File: config.mk
export PLATFORM = sky130hd
export DESIGN_NAME = retire_stage_flat
export DESIGN_NICKNAME = d
export VERILOG_FILES = /design/src/rtl/retire_stage_pkg.sv /design/src/rtl/retire_stage_if.sv /design/src/rtl/retire_stage_load_align.sv /design/src/rtl/retire_stage.sv /design/src/flat_wrapper.sv
export SDC_FILE = /design/constraint.sdc
export NUM_CORES = 1
export LEC_CHECK = 0
export BUFFER_PORTS_ARGS = -buffer_cell sky130_fd_sc_hd__buf_2
export CAP_MARGIN = 10
export CORE_ASPECT_RATIO = 0.8
export CORE_MARGIN = 1
export CORE_UTILIZATION = 30
export DETAILED_ROUTE_END_ITERATION = 7
export PLACE_DENSITY = 0.68
export SLEW_MARGIN = 20
export SYNTH_ARGS = -nofsm -noshare
export SYNTH_HDL_FRONTEND = slang
export SYNTH_SLANG_ARGS = --single-unit
export TNS_END_PERCENT = 10
File: constraint.sdc
create_clock -name clk -period 1.4 [get_ports clk]
set_input_delay 0.14 -clock clk [delete_from_list [all_inputs] [get_ports clk]]
set_output_delay 0.14 -clock clk [all_outputs]
set_load 0.01 [all_outputs]
File: src/rtl/retire_stage_pkg.sv
// Shared types for the retire stage: instruction opcodes, the default tag width and
// opcode classification helpers used by the write-back path.
package retire_stage_pkg;

  localparam int unsigned TagWDefault = 4;

  typedef enum logic [4:0] {
    NOTOKEN,
    ADD,
    SUB,
    SLT,
    LUI,
    JAL,
    JALR,
    BEQ,
    BNE,
    LB,
    LBU,
    LH,
    LHU,
    LW,
    SB,
    SH,
    SW
  } instruction_type;

  function automatic logic is_load(instruction_type op);
    return (op == LB) || (op == LBU) || (op == LH) || (op == LHU) || (op == LW);
  endfunction

  function automatic logic is_store(instruction_type op);
    return (op == SB) || (op == SH) || (op == SW);
  endfunction

endpackage

File: src/rtl/retire_stage_if.sv
// Execute-to-retire bundle plus the retire stage's outputs toward fetch, memory and the
// register bank. The instret signal exists only when RETIRE_INSTRET_EN is defined.
interface retire_stage_if
  import retire_stage_pkg::*;
#(
  parameter int unsigned TAG_W = TagWDefault
);
  // Execute-stage registered outputs
  logic [1:0][31:0]  result_in;
  logic              jump_in;
  logic [TAG_W-1:0]  tag_in;
  logic              we_in;
  logic              ls_operation_in;
  logic [3:0]        we_mem_in;
  instruction_type   i_in;
  logic [4:0]        regD_in;
  logic [31:0]       mem_data_in;

  // Retire-stage outputs
  logic              jump_out;
  logic [31:0]       new_pc;
  logic [TAG_W-1:0]  curr_tag;
  logic [31:0]       write_address;
  logic [31:0]       data_out;
  logic [3:0]        we_mem_out;
  logic              regbank_we;
  logic [4:0]        regbank_addr;
  logic [31:0]       regbank_data;
`ifdef RETIRE_INSTRET_EN
  logic [63:0]       instret;
`endif

  modport master (
    output result_in, jump_in, tag_in, we_in, ls_operation_in, we_mem_in, i_in, regD_in,
           mem_data_in,
    input  jump_out, new_pc, curr_tag, write_address, data_out, we_mem_out, regbank_we,
           regbank_addr, regbank_data
`ifdef RETIRE_INSTRET_EN
    , input instret
`endif
  );

  modport slave (
    input  result_in, jump_in, tag_in, we_in, ls_operation_in, we_mem_in, i_in, regD_in,
           mem_data_in,
    output jump_out, new_pc, curr_tag, write_address, data_out, we_mem_out, regbank_we,
           regbank_addr, regbank_data
`ifdef RETIRE_INSTRET_EN
    , output instret
`endif
  );

endinterface

File: src/rtl/retire_stage_load_align.sv
// Load data alignment: picks the addressed byte/halfword out of the read word and
// sign- or zero-extends it. Purely combinational.
module retire_stage_load_align
  import retire_stage_pkg::*;
(
  input  logic [31:0]     i_mem_data,
  input  logic [1:0]      i_off,
  input  instruction_type i_op,
  output logic [31:0]     o_data
);

  logic [7:0]  w_byte;
  logic [15:0] w_half;

  // Lane selection; halfword ignores off[0]
  always_comb begin
    w_byte = 8'h00;
    unique case (i_off)
      2'd0: w_byte = i_mem_data[7:0];
      2'd1: w_byte = i_mem_data[15:8];
      2'd2: w_byte = i_mem_data[23:16];
      2'd3: w_byte = i_mem_data[31:24];
      default: w_byte = 8'h00;
    endcase
    w_half = i_off[1] ? i_mem_data[31:16] : i_mem_data[15:0];
  end

  // Extension by opcode; LW (and anything else) passes the word through
  always_comb begin
    o_data = i_mem_data;
    case (i_op)
      LB:      o_data = {{24{w_byte[7]}}, w_byte};
      LBU:     o_data = {24'h0, w_byte};
      LH:      o_data = {{16{w_half[15]}}, w_half};
      LHU:     o_data = {16'h0, w_half};
      default: o_data = i_mem_data;
    endcase
  end

endmodule

File: src/rtl/retire_stage.sv
// Retire stage: commits instructions whose tag matches the current tag, writes the
// register bank one cycle later, issues memory writes and redirects fetch on taken jumps.
// Optional macro RETIRE_INSTRET_EN adds a 64-bit retired-instruction counter.
module retire_stage
  import retire_stage_pkg::*;
#(
  parameter int unsigned TAG_W    = TagWDefault,
  parameter logic [31:0] RESET_PC = 32'h0000_0000
) (
  input logic          clk,
  input logic          reset,
  retire_stage_if.slave bus
);

  logic [TAG_W-1:0] r_curr_tag;
  logic             r_regbank_we;
  logic [4:0]       r_regbank_addr;
  logic [31:0]      r_regbank_data;
  logic             w_valid;
  logic             w_jump;
  logic [31:0]      w_load_data;

  retire_stage_load_align u_load_align (
    .i_mem_data (bus.mem_data_in),
    .i_off      (bus.result_in[1][1:0]),
    .i_op       (bus.i_in),
    .o_data     (w_load_data)
  );

  // Kill logic: stale tags never commit; everything is suppressed during reset
  always_comb begin
    w_valid = (bus.tag_in == r_curr_tag);
    w_jump  = ~reset & w_valid & bus.jump_in;
  end

  assign bus.jump_out      = w_jump;
  assign bus.new_pc        = reset ? RESET_PC : bus.result_in[1];
  assign bus.we_mem_out    = (~reset & w_valid) ? bus.we_mem_in : 4'h0;
  assign bus.write_address = bus.result_in[1];
  assign bus.data_out      = bus.result_in[0];
  assign bus.curr_tag      = r_curr_tag;
  assign bus.regbank_we    = r_regbank_we;
  assign bus.regbank_addr  = r_regbank_addr;
  assign bus.regbank_data  = r_regbank_data;

  // Current tag advances on every taken redirect, wrapping modulo 2^TAG_W
  always_ff @(posedge clk) begin
    if (reset) begin
      r_curr_tag <= '0;
    end else if (w_jump) begin
      r_curr_tag <= r_curr_tag + TAG_W'(1);
    end
  end

  // Registered write-back; stores and x0 never write
  always_ff @(posedge clk) begin
    if (reset) begin
      r_regbank_we   <= 1'b0;
      r_regbank_addr <= 5'd0;
      r_regbank_data <= 32'h0;
    end else begin
      r_regbank_we   <= w_valid & bus.we_in & (bus.regD_in != 5'd0) & ~is_store(bus.i_in);
      r_regbank_addr <= bus.regD_in;
      r_regbank_data <= is_load(bus.i_in) ? w_load_data : bus.result_in[0];
    end
  end

`ifdef RETIRE_INSTRET_EN
  logic [63:0] r_instret;

  // Count committed real instructions; bubbles (NOTOKEN) do not count
  always_ff @(posedge clk) begin
    if (reset) begin
      r_instret <= 64'h0;
    end else if (w_valid && (bus.i_in != NOTOKEN)) begin
      r_instret <= r_instret + 64'd1;
    end
  end

  assign bus.instret = r_instret;
`endif

endmodule

File: src/flat_wrapper.sv
// flat-port wrapper written by rule: the top's interface ports become plain ports
module retire_stage_flat import retire_stage_pkg::*;
#(
  parameter int unsigned TAG_W    = TagWDefault,
  parameter logic [31:0] RESET_PC = 32'h0000_0000
)
  (clk, reset, bus_result_in, bus_jump_in, bus_tag_in, bus_we_in, bus_ls_operation_in, bus_we_mem_in, bus_i_in, bus_regD_in, bus_mem_data_in, bus_jump_out, bus_new_pc, bus_curr_tag, bus_write_address, bus_data_out, bus_we_mem_out, bus_regbank_we, bus_regbank_addr, bus_regbank_data);
  retire_stage_if #(.TAG_W(TAG_W)) bus_i ();
  input logic clk;
  input logic reset;
  input wire logic [$bits(bus_i.result_in)-1:0] bus_result_in;
  input wire logic [$bits(bus_i.jump_in)-1:0] bus_jump_in;
  input wire logic [$bits(bus_i.tag_in)-1:0] bus_tag_in;
  input wire logic [$bits(bus_i.we_in)-1:0] bus_we_in;
  input wire logic [$bits(bus_i.ls_operation_in)-1:0] bus_ls_operation_in;
  input wire logic [$bits(bus_i.we_mem_in)-1:0] bus_we_mem_in;
  input wire logic [$bits(bus_i.i_in)-1:0] bus_i_in;
  input wire logic [$bits(bus_i.regD_in)-1:0] bus_regD_in;
  input wire logic [$bits(bus_i.mem_data_in)-1:0] bus_mem_data_in;
  output wire logic [$bits(bus_i.jump_out)-1:0] bus_jump_out;
  output wire logic [$bits(bus_i.new_pc)-1:0] bus_new_pc;
  output wire logic [$bits(bus_i.curr_tag)-1:0] bus_curr_tag;
  output wire logic [$bits(bus_i.write_address)-1:0] bus_write_address;
  output wire logic [$bits(bus_i.data_out)-1:0] bus_data_out;
  output wire logic [$bits(bus_i.we_mem_out)-1:0] bus_we_mem_out;
  output wire logic [$bits(bus_i.regbank_we)-1:0] bus_regbank_we;
  output wire logic [$bits(bus_i.regbank_addr)-1:0] bus_regbank_addr;
  output wire logic [$bits(bus_i.regbank_data)-1:0] bus_regbank_data;
  assign bus_i.result_in = bus_result_in;
  assign bus_i.jump_in = bus_jump_in;
  assign bus_i.tag_in = bus_tag_in;
  assign bus_i.we_in = bus_we_in;
  assign bus_i.ls_operation_in = bus_ls_operation_in;
  assign bus_i.we_mem_in = bus_we_mem_in;
  assign bus_i.i_in = bus_i_in;
  assign bus_i.regD_in = bus_regD_in;
  assign bus_i.mem_data_in = bus_mem_data_in;
  assign bus_jump_out = bus_i.jump_out;
  assign bus_new_pc = bus_i.new_pc;
  assign bus_curr_tag = bus_i.curr_tag;
  assign bus_write_address = bus_i.write_address;
  assign bus_data_out = bus_i.data_out;
  assign bus_we_mem_out = bus_i.we_mem_out;
  assign bus_regbank_we = bus_i.regbank_we;
  assign bus_regbank_addr = bus_i.regbank_addr;
  assign bus_regbank_data = bus_i.regbank_data;
  retire_stage #(.TAG_W(TAG_W), .RESET_PC(RESET_PC)) u_core (.clk(clk), .reset(reset), .bus(bus_i));
endmodule
-- Word-level counts from Yosys, hierarchy flattened
Index checks and enable logic that the tools add are counted.
- input bits: 119
- memories: 0
- memory bits (read-only): 0
- output and inout port bits: 143
- logic and storage cells: 38
- memory bits (writable): 0
- bits in latches: 0
- flip-flop bits (word level): 42
- div/mod/pow operators: 0
- $mul: 0
- eq/ne operators: 12
- reduce and logical (&&, ||, !) cells: 8
- magnitude comparators: 0
- shift operators: 0
- muxes and demuxes: 6
- add/sub/neg operators: 1
- bitwise logic cells: 7
- operators by type and width (cell ; number):
    case mux 32 bit (4 select lines) ; 1
    two-way mux 32 bit ; 2
    == test 5 x 4 -> 1 bit (second input constant) ; 7
    case mux 8 bit (4 select lines) ; 1
    two-way mux 16 bit ; 1
    logical OR 1 bit ; 6
    AND 1 bit ; 5
    == test 5 bit (second input constant) ; 1
    nonzero test 5 bit ; 1
    adder 4 x 1 -> 4 bit (second input constant) ; 1
    == test 2 bit (second input constant) ; 2
    == test 4 bit ; 1
    two-way mux 4 bit ; 1
    == test 2 x 1 -> 1 bit (second input constant) ; 1
    logical NOT 2 bit ; 1
    inverter 1 bit ; 2

-- Depth between registers and ports, before layout
- depth after elaboration: 6
- gate-level depth with buffers: 7
- gate-level depth less buffers: 6

-- Cells and area by module
Synthesis repeated with hierarchy kept, for this count alone.
- cells, all modules: 400
- area total of the unflattened synthesis: 3176.8 sq um
- modules (own cells, without submodules) (module ; cells an instance ; sequential area each (sq um) ; times used ; area each (sq um)):
    retire_stage ; 295 ; 840.8 ; 1 ; 2301.0
    retire_stage_load_align ; 105 ; 0.0 ; 1 ; 875.8

-- Least setup slack after synthesis
No wires, ideal clock.
- kind: input-to-reg
- start: input bus_result_in[32]
- end: register u_core.r_regbank_data[10] (netlist: u_core.bus.regbank_data[10])
- setup time: 0.132 ns
- slack: -0.071 ns
- stages: 6
- buffers on the path: 1
- required time: 1.268 ns
- arrival time: 1.339 ns
- cells stage by stage: buf_2 > mux4_2 > nand2b_4 > a21o_4 > a221oi_2 > nor3_1
- longest elaborated chain between the ends: 4
- elaborated cells between the ends (all ways): 7
- classes of those cells: eq/ne: 3; mux: 3; reduce/logical: 1
- ends and longest elaborated chain (what ; RTL line ; text):
    start, declared ; flat_wrapper.sv:11 ; input wire logic [$bits(bus_i.result_in)-1:0] bus_result_in;
    == test 2 bit (tied with other cells) ; retire_stage_load_align.sv:18 ; unique case (i_off)
    case mux 8 bit (4 select lines) (*) ; retire_stage_load_align.sv:18 ;
    case mux 32 bit (4 select lines) (*) ; retire_stage_load_align.sv:31 ; case (i_op)
    two-way mux 32 bit (*) ; retire_stage.sv:64 ; r_regbank_data <= is_load(bus.i_in) ? w_load_data : bus.result_in[0];
    end signal, assigned ; retire_stage.sv:64 ;
    end, declared ; retire_stage.sv:18 ; logic [31:0] r_regbank_data;
Every way passes the cells marked *; elsewhere a longest branch is shown, timed or not.
A chain may end at the register's enable or synchronous reset.

-- Worst setup path in the final report
- start: register u_core.r_curr_tag[0] (netlist: u_core.bus.curr_tag[0])
- end: output bus_we_mem_out[3]
- longest elaborated chain between the ends: 3
- ends and longest elaborated chain (what ; RTL line ; text):
    start, declared ; retire_stage.sv:15 ; logic [TAG_W-1:0] r_curr_tag;
    start signal, assigned ; retire_stage.sv:51 ; r_curr_tag <= r_curr_tag + TAG_W'(1);
    == test 4 bit ; retire_stage.sv:32 ; w_valid = (bus.tag_in == r_curr_tag);
    AND 1 bit ; retire_stage.sv:38 ; assign bus.we_mem_out = (~reset & w_valid) ? bus.we_mem_in : 4'h0;
    two-way mux 4 bit ; retire_stage.sv:38 ;
    end, declared ; flat_wrapper.sv:25 ; output wire logic [$bits(bus_i.we_mem_out)-1:0] bus_we_mem_out;
Every way passes these cells.

==> impl_metrics.yaml <==
outcome:
  result_of_the_run: "finished, violations left"
  violated_checks: "setup timing"
cts:
  worst_setup_hold_path_clk_slew_ns: 0.06
  cts_hold_bufs: 0
  numClockSinks: 42
  cts-root-to-sink-buffers: 2
  cts_tree: "built"
  cts-htree-levels: 2
  cts_root_buf: "sky130_fd_sc_hd__clkbuf_16"
  source_to_sink_clock_delay_at_the_later_pin_of_the_worst_skew_pair_ns: 0.28
  cts_made_buffers: 5
route:
  drc_violation_count_after_routing: 0
  routed-via-count: 3337
  wl_mm: 10.7
  via_per_inst: 4.67
  drt_iter0_markers: 125
  route.antenna.remaining_nets: 0
  drt_first_pass_iters: 4
  detail_route.wl_per_cell_um: 15.0
pwr:
  cellPowerDensity_nw_per_um2: 831
  net-switching-power_mw: 1.08
  combPwrFrac_pct: 28.9
  clock_power_share_pct: 36.3
  power_leakage_nw: 2.35
  power.ir.vdd_worst_mv: 0.390
  power.sequential.fraction_pct: 34.8
  switching_share_pct: 29.1
  internal-power_mw: 2.63
setup_path:
  rr_startpoint: "u_core.bus.curr_tag[0]$_SDFFE_PP0P_"
  cp-end-kind: "output pin"
  reg2reg_to: "u_core.bus.curr_tag[2]$_SDFFE_PP0P_"
  worst-r2r-cell-count: 7
  setup.worst_path.start: "u_core.bus.curr_tag[0]$_SDFFE_PP0P_"
  critical_path.max_fanout: 5
  cp.required_ns: 1.26
  start_kind: "register"
  r2r_setup_slack_ns: 0.04
  startpoint_to_endpoint_class_of_the_critical_path: "reg -> out"
  setup.worst_path.end: "bus_we_mem_out[3]"
  worst_ep_arrival_time_ns: 1.41
yosys:
  total_number_of_yosys_warnings: 0
  yosys_register_bits: 42
  synth-edff-count: 0
  synth_fp_nets: 477
  ys_dominant_reg_cell: "sky130_fd_sc_hd__dfxtp_1"
  synth_top_family_by_area: "simple AND/OR/NAND/NOR gates"
  postSynthAreaPerCell_um2: 8.51
  yosysUniqueCellTypes: 46
  synth_compound_gate_area_share_pct: 15.8
  synth_simple_gate_area_share_pct: 23.9
  synthCells: 357
  synth_adder_area_share_pct: 0.412
  asyncSetResetFlopFracSynth_pct: 0
  seq_area_frac_synth_pct: 27.7
  synth.area.mux_share_pct: 9.63
  synth-xor-area-share_pct: 2.02
  post_synth_instance_area_um2: 3040
place:
  place_worst_setup_slack_ns: -0.220
  number_of_buffers_inserted_by_port_buffering: 260
  dpl.hpwl_mm: 8.85
  routabilityCongestion: 0.802
  post_dp_cell_area_um2: 4210
timing:
  setup-tns-final_ns: -0.672
  max_freq_mhz: 645
  timing_max_transition_violations_final: 0
  tightest_pin_transition_ns: 0.320
  setup_viol: 5
  timing.hold.ws_ns: 0.0739
  fin_ws_ns: -0.151
  final.period_utilization_pct: 111
  timing.slew.headroom_pct: 78.5
  grt_setup_unrepaired: "yes"
  hold_violations: 0
  max_clock_skew_ns: 0.00535
  final.min_clock_period_ns: 1.55
grt:
  grt_first_pass_wirelength_mm: 15.4
  grt_overflow: 0
  first_global_vias: 3128
  grtUsageTotal_pct: 19.2
  number_of_antenna_violations_at_the_first_check_in_global_routing: 2
  pin_count_of_the_biggest_net_entering_global_routing: 36
layout:
  final_cell_mix: "257 x sky130_fd_sc_hd__buf_2, 41 x sky130_fd_sc_hd__nor2_1, 39 x sky130_fd_sc_hd__nor2b_1, 39 x sky130_fd_sc_hd__dfxtp_1, 37 x sky130_fd_sc_hd__buf_4"
  sequential_cell_area_um2: 847
  layout.nets: 698
  area_growth_syn_to_layout_pct: 46.6
  fillers: 988
  layout-drive-gt1-share_pct: 59.4
  fin_area_um2: 4460
  final_common_cell: "sky130_fd_sc_hd__buf_2"
  layout.core_utilization_pct: 45.8
  total_area_of_multi_input_combinational_cells_um2: 1600
  insertedDiodeCount: 0
floorplanning:
  num_io_pins: 262
  floorplan.die.height_um: 92.0
  chipWidth_um: 115
  fp-row-count: 32
  initial_utilization_pct: 31.2
  design.die.area_um2: 10500
  core_area_um2: 9730
flow_run:
  cap_viol_max_count: 0
hold_path:
  min-delay-path-class: "in -> reg"
## routing by layer
metal	GRT usage, %	vias to the layer above	wire [um]
met5	0	-	10
met4	4.00	2	154
met3	5.68	17	817
met2	37.1	165	5650
met1	20.3	1537	4080
li1	-	1616	-
## power groups by stage
stage	clock [mW]	combinational, mW	sequential [mW]
final	1.34	1.07	1.29
after global routing	1.42	1.16	1.30
after CTS	1.37	1.07	1.29
after detailed placement	0	1.07	1.32
after global placement	0	1.05	1.32
after floorplan	0	0.587	1.36
## through the flow
stage | cells | total power, mW
floorplan | 357 | 1.95
global placement | 703 | 2.37
detailed placement | 703 | 2.38
CTS | 714 | 3.74
global route | 715 | 3.88
finish | 715 | 3.70
## layout make-up
| type | instances | area share (%) |
|---|---|---|
| Tap cell | 136 | 3.82 |
| Clock inverter | 2 | 0.842 |
| Inverter | 3 | 0.253 |
| Sequential cell | 42 | 19.0 |
| Clock buffer | 6 | 2.89 |
| Multi-Input combinational cell | 226 | 36.0 |
| Timing Repair Buffer | 300 | 37.2 |
## logic make-up (layout without fill, tap and decap cells)
kind of cell,after synthesis,in the layout
flops,42,42
compound gates,57,57
buf+inv,89,311
simple gates,142,142
xor+xnor,7,7
mux,19,19
fa+ha+maj,1,1
## what timing repair did
item                                    4_1_cts  5_1_grt
hold endpoints to repair                      0        0
gates resized for setup                       1        9
pin swaps                                     3        5
endpoints found under the setup margin        5        7
setup buffers                                 3        1
## critical path, stage by stage, from the launching register on
cell	delay, ns
sky130_fd_sc_hd__dfxtp_4	0.35
sky130_fd_sc_hd__xor2_2	0.14
sky130_fd_sc_hd__nor3_2	0.20
sky130_fd_sc_hd__buf_4	0.16
sky130_fd_sc_hd__and3_4	0.18
sky130_fd_sc_hd__buf_6	0.09
## synth_stat cells (3+ instances only)
master,instances,area (um2)
sky130_fd_sc_hd__buf_6,4,45.0
sky130_fd_sc_hd__mux2i_1,9,90.1
sky130_fd_sc_hd__clkbuf_1,10,37.5
sky130_fd_sc_hd__and3_1,6,37.5
sky130_fd_sc_hd__a221oi_2,7,105
sky130_fd_sc_hd__mux4_2,8,180
sky130_fd_sc_hd__nor2_1,41,154
sky130_fd_sc_hd__a211oi_2,3,37.5
sky130_fd_sc_hd__nand2b_1,3,18.8
sky130_fd_sc_hd__nand2_1,26,97.6
sky130_fd_sc_hd__o21ai_0,10,50.1
sky130_fd_sc_hd__a211oi_1,19,143
sky130_fd_sc_hd__nor3_1,12,60.1
sky130_fd_sc_hd__nor2b_1,39,244
sky130_fd_sc_hd__o22ai_1,3,18.8
sky130_fd_sc_hd__buf_4,68,510
sky130_fd_sc_hd__dfxtp_1,42,841
sky130_fd_sc_hd__nand4_1,3,18.8
sky130_fd_sc_hd__buf_2,4,20.0
sky130_fd_sc_hd__a21oi_1,6,30.0
sky130_fd_sc_hd__xor2_1,5,43.8
## sequential cells by signal, summed over array words and instances (netlist names)
| register | count |
|---|---|
| u_core.bus.regbank_we | 1 |
| u_core.bus.curr_tag | 4 |
| u_core.bus.regbank_data | 32 |
| u_core.bus.regbank_addr | 5 |
## worst min path at each step
stage,slack (ns),startpoint,endpoint,cells past startpoint
floorplan,0.27,bus_regD_in[0],u_core.bus.regbank_addr[0]$_SDFF_PP0_,1
global placement,0.36,bus_regD_in[2],u_core.bus.regbank_addr[2]$_SDFF_PP0_,2
detailed placement,0.37,bus_regD_in[2],u_core.bus.regbank_addr[2]$_SDFF_PP0_,2
CTS,0.07,bus_regD_in[0],u_core.bus.regbank_addr[0]$_SDFF_PP0_,2
global route,0.09,bus_regD_in[3],u_core.bus.regbank_addr[3]$_SDFF_PP0_,2
finish,0.07,bus_regD_in[0],u_core.bus.regbank_addr[0]$_SDFF_PP0_,2
Power figures use the tool's default switching activity.
